$ cat config.mk
export PLATFORM = sky130hd
export DESIGN_NAME = mc_ctrl_fsm
export DESIGN_NICKNAME = d
export VERILOG_FILES = /design/src/rtl/mc_ctrl_fsm.sv
export SDC_FILE = /design/constraint.sdc
export NUM_CORES = 1
export LEC_CHECK = 0
export BUFFER_PORTS_ARGS = -buffer_cell sky130_fd_sc_hd__buf_2
export CAP_MARGIN = 40
export CORE_ASPECT_RATIO = 1.25
export CORE_MARGIN = 4
export CORE_UTILIZATION = 55
export CTS_BUF_LIST = sky130_fd_sc_hd__clkbuf_8
export DETAILED_ROUTE_END_ITERATION = 16
export GPL_ROUTABILITY_DRIVEN = 0
export PLACE_DENSITY_LB_ADDON = 0.2
export SLEW_MARGIN = 20
export SYNTH_ARGS = -nofsm -noshare
export SYNTH_HDL_FRONTEND = slang
export SYNTH_SLANG_ARGS = --single-unit
export TNS_END_PERCENT = 20
$ cat constraint.sdc
create_clock -name clk -period 2.05 [get_ports clk]
set_clock_uncertainty 0.15 [all_clocks]
set_input_delay 0.205 -clock clk [delete_from_list [all_inputs] [get_ports clk]]
set_output_delay 0.205 -clock clk [all_outputs]
set_load 0.05 [all_outputs]
$ cat src/rtl/mc_ctrl_fsm.sv
// Multi-cycle MIPS-32 sequencing controller: walks a shared-ALU/shared-memory datapath
// through fetch/decode/execute/memory/writeback, with memory-ready stalls and timeout abort.
module mc_ctrl_fsm #(
  parameter int unsigned MEM_TIMEOUT = 16
) (
  input  logic       clk,
  input  logic       rst_n,
  input  logic [5:0] op,
  input  logic       mem_ready,
  output logic       PCWrite,
  output logic       PCWriteCond,
  output logic       IorD,
  output logic       MemRead,
  output logic       MemWrite,
  output logic       IRWrite,
  output logic       MemtoReg,
  output logic       RegDst,
  output logic       RegWrite,
  output logic       ALUSrcA,
  output logic [1:0] ALUSrcB,
  output logic [1:0] ALUOp,
  output logic [1:0] PCSource,
  output logic [3:0] state,
  output logic       instr_done,
  output logic       illegal_op,
  output logic       bus_err
);

  localparam int unsigned CNT_W = 8;
  localparam logic [CNT_W-1:0] CNT_LAST = CNT_W'(MEM_TIMEOUT - 1);

  localparam logic [5:0] OP_RTYPE = 6'd0;
  localparam logic [5:0] OP_J     = 6'd2;
  localparam logic [5:0] OP_BEQ   = 6'd4;
  localparam logic [5:0] OP_ADDI  = 6'd8;
  localparam logic [5:0] OP_LW    = 6'd35;
  localparam logic [5:0] OP_SW    = 6'd43;

  typedef enum logic [3:0] {
    S_IDLE     = 4'd0,
    S_FETCH    = 4'd1,
    S_DECODE   = 4'd2,
    S_MEM_ADDR = 4'd3,
    S_MEM_RD   = 4'd4,
    S_MEM_WB   = 4'd5,
    S_MEM_WR   = 4'd6,
    S_EXEC     = 4'd7,
    S_ALU_WB   = 4'd8,
    S_BRANCH   = 4'd9,
    S_JUMP     = 4'd10,
    S_ADDI_EX  = 4'd11,
    S_ADDI_WB  = 4'd12
  } state_t;

  state_t           r_state;
  state_t           w_next;
  logic [CNT_W-1:0] r_wait_cnt;
  logic [CNT_W-1:0] w_wait_nxt;
  logic             r_illegal;
  logic             r_bus_err;
  logic             w_set_ill;
  logic             w_set_berr;
  logic             w_is_wait;
  logic             w_timeout;

  // Only the three memory-handshake states count wait cycles.
  assign w_is_wait = (r_state == S_FETCH) || (r_state == S_MEM_RD) || (r_state == S_MEM_WR);
  assign w_timeout = w_is_wait && !mem_ready && (r_wait_cnt == CNT_LAST);

  // State, wait counter and sticky flags.
  always_ff @(posedge clk or negedge rst_n) begin
    if (!rst_n) begin
      r_state    <= S_IDLE;
      r_wait_cnt <= '0;
      r_illegal  <= 1'b0;
      r_bus_err  <= 1'b0;
    end else begin
      r_state    <= w_next;
      r_wait_cnt <= w_wait_nxt;
      r_illegal  <= r_illegal | w_set_ill;
      r_bus_err  <= r_bus_err | w_set_berr;
    end
  end

  // Next state and per-state datapath controls.
  always_comb begin
    w_next      = r_state;
    w_set_ill   = 1'b0;
    w_set_berr  = 1'b0;
    w_wait_nxt  = '0;
    PCWrite     = 1'b0;
    PCWriteCond = 1'b0;
    IorD        = 1'b0;
    MemRead     = 1'b0;
    MemWrite    = 1'b0;
    IRWrite     = 1'b0;
    MemtoReg    = 1'b0;
    RegDst      = 1'b0;
    RegWrite    = 1'b0;
    ALUSrcA     = 1'b0;
    ALUSrcB     = 2'b00;
    ALUOp       = 2'b00;
    PCSource    = 2'b00;
    instr_done  = 1'b0;

    if (w_is_wait && !mem_ready && !w_timeout) begin
      w_wait_nxt = r_wait_cnt + CNT_W'(1);
    end

    case (r_state)
      S_IDLE: w_next = S_FETCH;
      S_FETCH: begin
        MemRead = 1'b1;
        ALUSrcB = 2'b01;
        IRWrite = mem_ready;
        PCWrite = mem_ready;
        if (mem_ready) begin
          w_next = S_DECODE;
        end else if (w_timeout) begin
          w_next     = S_IDLE;
          w_set_berr = 1'b1;
        end
      end
      S_DECODE: begin
        ALUSrcB = 2'b11;
        case (op)
          OP_RTYPE:     w_next = S_EXEC;
          OP_LW, OP_SW: w_next = S_MEM_ADDR;
          OP_BEQ:       w_next = S_BRANCH;
          OP_J:         w_next = S_JUMP;
          OP_ADDI:      w_next = S_ADDI_EX;
          default: begin
            w_next     = S_FETCH;
            w_set_ill  = 1'b1;
            instr_done = 1'b1;
          end
        endcase
      end
      S_MEM_ADDR: begin
        ALUSrcA = 1'b1;
        ALUSrcB = 2'b10;
        w_next  = (op == OP_LW) ? S_MEM_RD : S_MEM_WR;
      end
      S_MEM_RD: begin
        MemRead = 1'b1;
        IorD    = 1'b1;
        if (mem_ready) begin
          w_next = S_MEM_WB;
        end else if (w_timeout) begin
          w_next     = S_IDLE;
          w_set_berr = 1'b1;
        end
      end
      S_MEM_WB: begin
        RegWrite   = 1'b1;
        MemtoReg   = 1'b1;
        instr_done = 1'b1;
        w_next     = S_FETCH;
      end
      S_MEM_WR: begin
        MemWrite = 1'b1;
        IorD     = 1'b1;
        if (mem_ready) begin
          w_next     = S_FETCH;
          instr_done = 1'b1;
        end else if (w_timeout) begin
          w_next     = S_IDLE;
          w_set_berr = 1'b1;
        end
      end
      S_EXEC: begin
        ALUSrcA = 1'b1;
        ALUOp   = 2'b10;
        w_next  = S_ALU_WB;
      end
      S_ALU_WB: begin
        RegWrite   = 1'b1;
        RegDst     = 1'b1;
        instr_done = 1'b1;
        w_next     = S_FETCH;
      end
      S_BRANCH: begin
        ALUSrcA     = 1'b1;
        ALUOp       = 2'b01;
        PCWriteCond = 1'b1;
        PCSource    = 2'b01;
        instr_done  = 1'b1;
        w_next      = S_FETCH;
      end
      S_JUMP: begin
        PCWrite    = 1'b1;
        PCSource   = 2'b10;
        instr_done = 1'b1;
        w_next     = S_FETCH;
      end
      S_ADDI_EX: begin
        ALUSrcA = 1'b1;
        ALUSrcB = 2'b10;
        w_next  = S_ADDI_WB;
      end
      S_ADDI_WB: begin
        RegWrite   = 1'b1;
        instr_done = 1'b1;
        w_next     = S_FETCH;
      end
      default: w_next = S_IDLE;
    endcase
  end

  assign state      = r_state;
  assign illegal_op = r_illegal;
  assign bus_err    = r_bus_err;

endmodule

-- Word-level counts from Yosys, hierarchy flattened
Index checks and enable logic that the tools add are counted.
- equality and inequality tests: 18
- muxes and demuxes: 28
- bitwise logic cells: 2
- reduce and logical (&&, ||, !) cells: 19
- add/sub/neg operators: 1
- operators with widths (operator ; number):
    one-hot mux 4 bit (8 select lines) ; 1
    equality test 4 bit, second input constant ; 5
    one-hot mux 4 bit (5 select lines) ; 1
    equality test 4 x 3 -> 1 bit, second input constant ; 4
    two-way mux 4 bit ; 4
    two-way mux 1 bit ; 15
    equality test 6 bit, second input constant ; 2
    OR reduction 6 bit ; 2
    adder 8 x 1 -> 8 bit, second input constant ; 1
    equality test 4 x 2 -> 1 bit, second input constant ; 2
    equality test 8 x 4 -> 1 bit, second input constant ; 1
    two-way mux 8 bit ; 1
    one-hot mux 2 bit (2 select lines) ; 2
    OR reduction 2 bit ; 4
    equality test 6 x 2 -> 1 bit, second input constant ; 1
    equality test 6 x 3 -> 1 bit, second input constant ; 1
    equality test 6 x 4 -> 1 bit, second input constant ; 1
    zero test 6 bit ; 1
    one-hot mux 2 bit (3 select lines) ; 1
    OR reduction 3 bit ; 2
    OR reduction 5 bit ; 1
    equality test 4 x 1 -> 1 bit, second input constant ; 1
    zero test 4 bit ; 1
    OR reduction 4 bit ; 1
    other kinds (7) ; 12
- input bits: 9
- register bits: 14

-- Logic depth before layout (Yosys ltp)
Gate-level depths: netlist of run 1.
- word-level depth: 9
- depth in mapped cells: 5

-- Least setup slack after synthesis of run 1
Ideal clock, no wire load.
- path kind: reg2out
- from: register r_state[1] (netlist: state[1])
- to: output ALUSrcB[0]
- required time: 1.695 ns
- arrival time: 2.185 ns
- setup slack: -0.490 ns
- stages on the path, launching flop included: 4
- cell sequence: dfrtp_1 buf_2 nand2b_1 a21boi_0
- longest elaborated chain between the ends: 3
- elaborated cells between the ends (all ways): 6
- those cells by class: eq/ne (4); mux (1); reduce/logical (1)
- RTL lines (item ; line ; source):
    start, declared ; 55 ; state_t r_state;
    start signal, assigned ; 78 ; r_state <= w_next;
    equality test 4 bit or equality test 4 x 2 -> 1 bit (tied branches) ; 110 ; case (r_state)
    OR reduction 2 bit (no line) ; n/a ;
    one-hot mux 2 bit (3 select lines) * ; 110 ;
    end, declared ; 20 ; output logic [1:0] ALUSrcB,
Every way passes the cells marked *; elsewhere a longest branch is shown, timed or not.

-- Final worst setup path of run 1
- from: register r_state[0] (netlist: state[0])
- to: output instr_done
- longest elaborated chain between the ends: 3
- elaborated cells between the ends (all ways): 9
- those cells by class: eq/ne (7); mux (1); reduce/logical (1)
- RTL lines (item ; line ; source):
    equality test 4 bit or equality test 4 x 3 -> 1 bit (tied branches) ; 110 ;
    OR reduction 5 bit (no line) ; n/a ;
    one-hot mux 1 bit (3 select lines) * ; 110 ;
    end, declared ; 24 ; output logic instr_done,
Marked as above.

==> impl_metrics.py, run 1 <==
metrics = {
    "status": {
        "status": "finished clean",
    },
    "route": {
        "detail_route.wl_per_cell_um": 15.05,
        "detailedRoute.firstPassIterationCount": 4,
        "postRouteAntennaNets": 0,
        "routed_wl_um": 2573,
        "initialDrtViolationCount": 18,
        "drc": 0,
        "detailroute.via_count": 1013,
        "avgViaCountPerCell": 5.924,
    },
    "cts": {
        "htreeDepth": 1,
        "tritoncts": "yes",
        "tritoncts_num_sinks": 14,
        "worst_skew_pair.late_latency_ps": 250,
        "cts.repair_timing.setup_buffer_count": 0,
        "max-clock-path-buffers": 2,
        "clockRootBuffer": "clkbuf_8",
        "clk_slew_on_worst_s_h_paths_ps": 50,
        "inserted_clock_buffers": 3,
    },
    "sta": {
        "min_setup_slack_post_route_ps": 103.2,
        "timing.slew.headroom_pct": 76.95,
        "tightestPinTransition_ps": 344.2,
        "final_setup_viols": 0,
        "drv_slew": 0,
        "timing.final.hold_violations": 0,
        "fin_hold_ws_ps": 200.9,
        "fmax_ghz": 0.5137,
        "final_period_minus_worst_setup_slack_ps": 1947,
        "post-route-period-util_pct": 94.96,
    },
    "floorplan": {
        "io-pin-count": 32,
        "placement_rows": 17,
        "initial_utilization_pct": 58.40,
        "die_width_um": 46.96,
        "floorplan.die_area_sq_um": 2663,
        "floorplan.die.height_um": 56.70,
        "core_area_sq_um": 1787,
    },
    "synth": {
        "synth_nets": 132,
        "synth_top_flop_cell": "dfrtp_1",
        "netlist_cell_types": 40,
        "simple_gate_area_share_of_the_yosys_netlist_pct": 34.05,
        "yosys.area_share.adder_pct": 1.199,
        "post_synth_instance_area_sq_um": 1044,
        "synth.ff_latch_count": 14,
        "synth_seq_area_share_pct": 33.57,
        "main_combinational_cell_family_by_area_after_synthesis": "simple AND/OR/NAND/NOR gates",
        "yosys-mux-area-fraction_pct": 0.9592,
        "synthCells": 122,
        "synthXorXnorAreaFrac_pct": 7.554,
        "post_synthesis_area_per_instance_sq_um": 8.553,
        "synth.yosys.warnings": 0,
        "fraction_of_synthesis_flops_using_an_asynchronous_set_or_reset_pin_pct": 100.0,
        "synth_compound_area_share_pct": 16.07,
        "synth_edf_count": 0,
    },
    "worst_hold_path": {
        "worst_min_path_class": "input port to flip-flop",
        "hp-start": "mem_ready",
    },
    "power_and_ir_drop": {
        "ir_worst_vdd_mv": 1.019,
        "total_power_uw": 1909,
        "power_per_cell_area_nw_per_um2": 1481,
        "leakagePower_uw": 0.0006053,
    },
    "global_routing": {
        "gr-total-overflow": 0,
        "grt_pass1_wl_um": 4347,
        "vias_in_the_first_global_route": 1028,
        "grt_usage_pct": 22.06,
        "largest_net_degree_at_the_start_of_global_routing": 17,
        "grt_antenna_before_repair": 0,
    },
    "place": {
        "io_buffers": 31,
        "hpwl_um": 1910,
        "pre_cts_ws_ps": 256.3,
        "placed_cell_area_sq_um": 1210,
    },
    "worst_setup_path": {
        "end_kind": "output port",
        "worst_setup_path_start_kind": "flip-flop",
        "critical_path_at_ps": 1590,
        "r2r-start": "state[0]$_DFF_PN0_",
        "cp-startpoint": "state[0]$_DFF_PN0_",
        "timing.critical_path.required_ps": 1690,
        "worst-path-max-fanout": 7,
        "setup.worst_path.class": "flip-flop to output port",
    },
    "layout": {
        "post_route_cells_drive_above_1_share_pct": 36.18,
        "final_nets": 163,
        "flow.area_growth_from_synthesis_pct": 23.50,
        "layout.core_utilization_pct": 72.13,
        "num-fill-cells": 162,
        "antenna_cells": 0,
        "final_area_sq_um": 1289,
    },
    "flow_run": {
        "max_cap_violations": 0,
    },
}
-- state kept, by name, summed over array words and instances (netlist names) --
signal and count:
state 4, bus_err 1, illegal_op 1, r_wait_cnt 8
-- layout make-up --
class                      count  area [sq um]  area share [%]
clock buffer                   4         55.05           4.272
inverter                       5         18.77           1.456
multi-input combinational     95         648.1           50.29
sequential                    14         354.1           27.48
tap                           19         23.77           1.845
timing repair buffer          34         188.9           14.66
-- metal layers --
| layer | vias up | wire [um] | share of wire (%) | GRT usage, % |
|---|---|---|---|---|
| li1 | 489 | - | - | - |
| met1 | 476 | 952 | 37 | 23.90 |
| met2 | 37 | 1384 | 54 | 37.86 |
| met3 | 11 | 143 | 5.6 | 3.205 |
| met4 | 0 | 93 | 3.6 | 13.04 |
| met5 | - | 0 | 0 | 0 |
-- final timing paths --
check	slack (ps)	cells after the start	endpoint
worst max-delay path	100	5	instr_done
worst min-delay path	200	3	state[2]$_DFF_PN0_
worst max register to register	440	5	state[2]$_DFF_PN0_
worst min register to register	310	1	r_wait_cnt[0]$_DFF_PN0_
max in group asynchronous	1260	2	state[3]$_DFF_PN0_
min in group asynchronous	230	2	r_wait_cnt[5]$_DFF_PN0_
-- synth_stat cells, drive strengths merged (5+ instances only) --
master	count	area share (%)
o21ai	7	4.4
nand2	7	2.8
buf	8	4.8
nand3	7	3.4
xnor2	5	4.2
inv	5	1.8
nand2b	6	4.3
nor2	20	7.2
dfrtp	14	34
nor3	5	2.9
-- critical path: stages (launching register included) --
cell and delay [ps]:
dfrtp_1 450, nand2b_2 260, nor3_2 160, nand3_1 120, o211ai_1 120, buf_4 230
-- cell usage in the layout, fill, tap and decap left out, drive strengths merged, types with 2 or more instances in the layout --
| master | synthesis | final |
|---|---|---|
| nand2 | 7 | 7 |
| nor4 | 3 | 3 |
| nand3 | 7 | 7 |
| and3 | 4 | 4 |
| o21a | 2 | 2 |
| buf | 8 | 32 |
| nor2 | 20 | 20 |
| dfrtp | 14 | 14 |
| o2111ai | 2 | 2 |
| nand4 | 2 | 2 |
| xor2 | 4 | 4 |
| nor3 | 5 | 5 |
| xnor2 | 5 | 5 |
| nand2b | 6 | 6 |
| clkbuf | 0 | 5 |
| o211ai | 4 | 4 |
| inv | 5 | 5 |
| a21oi | 4 | 4 |
| o21ai | 7 | 7 |
-- cells by family after synthesis --
kind of cell | Yosys count
DFF | 14
buffers and inverters | 13
and+or+nand+nor | 60
AOI/OAI and AO/OA | 24
muxes | 1
adders and majority gates | 1
xor gates and xnor gates | 9
-- power breakdown --
part	total [uW]	internal, uW	leakage (uW)	switching [uW]
Clock	266	170	0.0000288	95.8
Combinational	1210	345	0.000396	867
Sequential	431	325	0.000181	105
-- per-stage QoR --
step | TNS, ps | std cells
floorplan | -1164 | 122
global placement | 0 | 166
detailed placement | 0 | 166
CTS | 0 | 171
global route | -1.046 | 171
finish | 0 | 171
-- timing repair --
item | in CTS | in global routing
endpoints found under the setup margin | 1 | 1
hold buffers | 1 | 0
pin swaps | 0 | 0
cloned | 0 | 0
endpoints found under the hold margin | 14 | 0
gates resized for setup | 2 | 5
No activity file was read; power rests on OpenSTA's default activity.
==> inputs of run 2 (changes only) <==
--- a/config.mk
+++ b/config.mk
@@ -5,6 +5,7 @@
 export SDC_FILE = /design/constraint.sdc
 export NUM_CORES = 1
 export LEC_CHECK = 0
+export ABC_AREA = 1
 export BUFFER_PORTS_ARGS = -buffer_cell sky130_fd_sc_hd__buf_2
 export CAP_MARGIN = 40
 export CORE_ASPECT_RATIO = 1.25
==> run 2 against run 1 <==
  * Die area shrank 1.5%
  * Core utilization grew 1.0 points
  * Worst hold slack lost 15 ps
  * Clock-buffer cell count is the same
  * Global-route usage shrank 1.3 points
  * First-iteration DRC count shrank 28%
  * Design area grew 0.19%
  * Clock power is essentially flat
  * Largest cell class unchanged
==> impl_metrics.py, run 2 <==
metrics = {
    "status": {
        "status": "finished clean",
    },
    "worst_setup_path": {
        "timing.critical_path.slowest_cell_delay_ps": 450,
        "cp_cell_sequence": "inv_2 > nand2_1 > inv_1 > nand2_1 > nand2_1 > nor2_1 > nand3_2 > buf_4",
        "r2r-start": "state[2]$_DFF_PN0_",
        "setup.worst_path.class": "flip-flop to output port",
        "worst-path-max-fanout": 7,
        "critical_path_at_ps": 1600,
        "critical_path.reg2reg.endpoint": "state[0]$_DFF_PN0_",
        "register_to_register_path_setup_slack_ps": 450,
        "end_kind": "output port",
        "worstRegToRegCells": 9,
        "worstSetupEndpoint": "instr_done",
        "timing.critical_path.required_ps": 1690,
        "worst_setup_path_start_kind": "flip-flop",
        "crit_path_frequent_cell": "nand2_1",
        "worst_path_max_delay_cell": "dfrtp_2",
        "cp-startpoint": "state[2]$_DFF_PN0_",
    },
    "synth": {
        "synth.top_cells.by_area": "dfrtp_1, nand2_1, inv_1",
        "synth_nets": 162,
        "synthMostInstantiatedCell": "nand2_1",
        "post_synthesis_area_per_instance_sq_um": 6.742,
        "synthCells": 152,
        "synth.yosys.warnings": 0,
        "netlist_cell_types": 23,
        "synth.cells.most_frequent": "nand2_1, inv_1, nor2_1",
        "fraction_of_synthesis_flops_using_an_asynchronous_set_or_reset_pin_pct": 100.0,
        "post_synth_instance_area_sq_um": 1025,
        "synth_top_flop_cell": "dfrtp_1",
        "yosys.area.top_type_share_pct": 34.19,
        "synth_edf_count": 0,
        "synth.ff_latch_count": 14,
        "synth_seq_area_share_pct": 34.19,
        "top_cell_type_by_total_area_after_synthesis": "dfrtp_1",
    },
    "global_routing": {
        "largest_net_degree_at_the_start_of_global_routing": 15,
        "grt_usage_pct": 20.73,
        "grt_pass1_wl_um": 4057,
        "gr-total-overflow": 0,
        "vias_in_the_first_global_route": 955,
        "grt_antenna_before_repair": 0,
    },
    "layout": {
        "flow.area_growth_from_synthesis_pct": 26.01,
        "post_route_cells_drive_above_1_share_pct": 32.09,
        "final_nets": 198,
        "largest_register": "r_wait_cnt",
        "number_of_flip_flops_in_the_largest_register": 8,
        "stdcell_count": 206,
        "layout.core_utilization_pct": 73.14,
        "layout.cells.most_common": "nand2_1",
        "antenna_cells": 0,
        "num-fill-cells": 150,
        "layout_common_cells": "nand2_1, buf_2, inv_1, nor2_1, dfrtp_1",
    },
    "sta": {
        "timing.slew.headroom_pct": 78.07,
        "drv_slew": 0,
        "final_period_minus_worst_setup_slack_ps": 1954,
        "final_setup_viols": 0,
        "fin_hold_ws_ps": 185.7,
        "post-route-period-util_pct": 95.33,
        "fmax_ghz": 0.5117,
        "tightestPinTransition_ps": 327.7,
        "timing.final.hold_violations": 0,
    },
    "worst_hold_path": {
        "worst_min_path_class": "input port to flip-flop",
        "hp-start": "mem_ready",
    },
    "cts": {
        "max-clock-path-buffers": 2,
        "worst_skew_pair.late_latency_ps": 240,
        "clockRootBuffer": "clkbuf_8",
        "inserted_clock_buffers": 3,
        "tritoncts_num_sinks": 14,
        "tritoncts": "yes",
        "htreeDepth": 1,
        "clk_slew_on_worst_s_h_paths_ps": 60,
    },
    "place": {
        "io_buffers": 31,
        "placedCellCount": 200,
        "hpwl_um": 1969,
    },
    "floorplan": {
        "io-pin-count": 32,
        "floorplan.die_area_sq_um": 2622,
        "placement_rows": 17,
        "die_width_um": 46.61,
        "core_area_sq_um": 1765,
        "floorplan.die.height_um": 56.26,
        "initial_utilization_pct": 58.04,
    },
    "route": {
        "detailroute.via_count": 1035,
        "drt-met1-wl_um": 968,
        "postRouteAntennaNets": 0,
        "avgViaCountPerCell": 5.024,
        "drc": 0,
        "routed_wl_um": 2499,
        "detail_route.wl_per_cell_um": 12.13,
        "wl_met2_um": 1297,
        "initialDrtViolationCount": 13,
        "highest-signal-layer": "met4",
        "detailedRoute.firstPassIterationCount": 4,
        "detailroute.wirelength.met3_um": 174,
    },
    "power_and_ir_drop": {
        "power_frac_seq_pct": 22.3,
        "comb_power_share_pct": 62.9,
        "internal_power_uw": 760.5,
        "netSwitchingPower_uw": 1009,
        "net_switching_fraction_of_the_power_pct": 57.02,
        "power_frac_clock_pct": 14.9,
        "total_power_uw": 1769,
        "ir_worst_vdd_mv": 0.6951,
        "leakagePower_uw": 0.0007630,
        "power_per_cell_area_nw_per_um2": 1370,
    },
    "flow_run": {
        "max_cap_violations": 0,
    },
}
## run 2: layout make-up
type / count / area [sq um] / share of cell area [%]
multi-input cells: 108 / 576.8 / 44.67
flip-flops and latches: 14 / 355.3 / 27.52
repair buffers: 33 / 175.2 / 13.57
inverters: 28 / 105.1 / 8.140
clock buffers: 4 / 55.05 / 4.264
well taps: 19 / 23.77 / 1.841
## run 2: timing repair
item	in CTS	in global routing
hold endpoints to repair	14	0
cloned	0	0
pin swaps	0	1
hold buffers	1	0
gates resized for setup	1	2
setup endpoints to repair	1	2
setup buffers	0	1
## run 2: how the worst min path moves through the flow
stage	end	slack [ps]	cells past startpoint
final	state[2]$_DFF_PN0_	190	4
after global routing	state[2]$_DFF_PN0_	230	4
after CTS	state[2]$_DFF_PN0_	190	4
after detailed placement	r_wait_cnt[0]$_DFF_PN0_	-40	1
after global placement	r_wait_cnt[1]$_DFF_PN0_	-40	1
after floorplan	bus_err$_DFF_PN0_	-240	0
## run 2: worst max-delay path, delay by kind of cell, from the launching register on
kind | cells | cell delay [ps]
DFF | 1 | 450
and+or+nand+nor | 5 | 570
buffers and inverters | 3 | 340
## run 2: through the flow
stage	TNS, ps	setup slack [ps]	area [sq um]
floorplan	0	32.55	1042
global placement	0	310.0	1206
detailed placement	0	252.5	1206
CTS	0	47.12	1274
global route	-20.46	-20.46	1291
finish	0	95.67	1291
## run 2: power groups by stage
stage	Clock (uW)	Combinational, uW	Sequential, uW
CTS	267	1090	388
global route	281	1180	404
floorplan	0	760	481
global placement	0	1070	387
finish	264	1110	394
detailed placement	0	1070	392
## run 2: cell families after synthesis
kind of cell	share of synthesized area [%]
simple gates	43.59
buf+inv	11.72
compound gates	8.425
flops	34.19
xor+xnor	0.8549
fa+ha+maj	1.221
## run 2: routing by layer
metal | vias up | global-route usage, %
met3 | 7 | 2.885
met1 | 452 | 23.83
met4 | 0 | 9.350
met2 | 35 | 35.83
li1 | 541 | -
met5 | - | 0
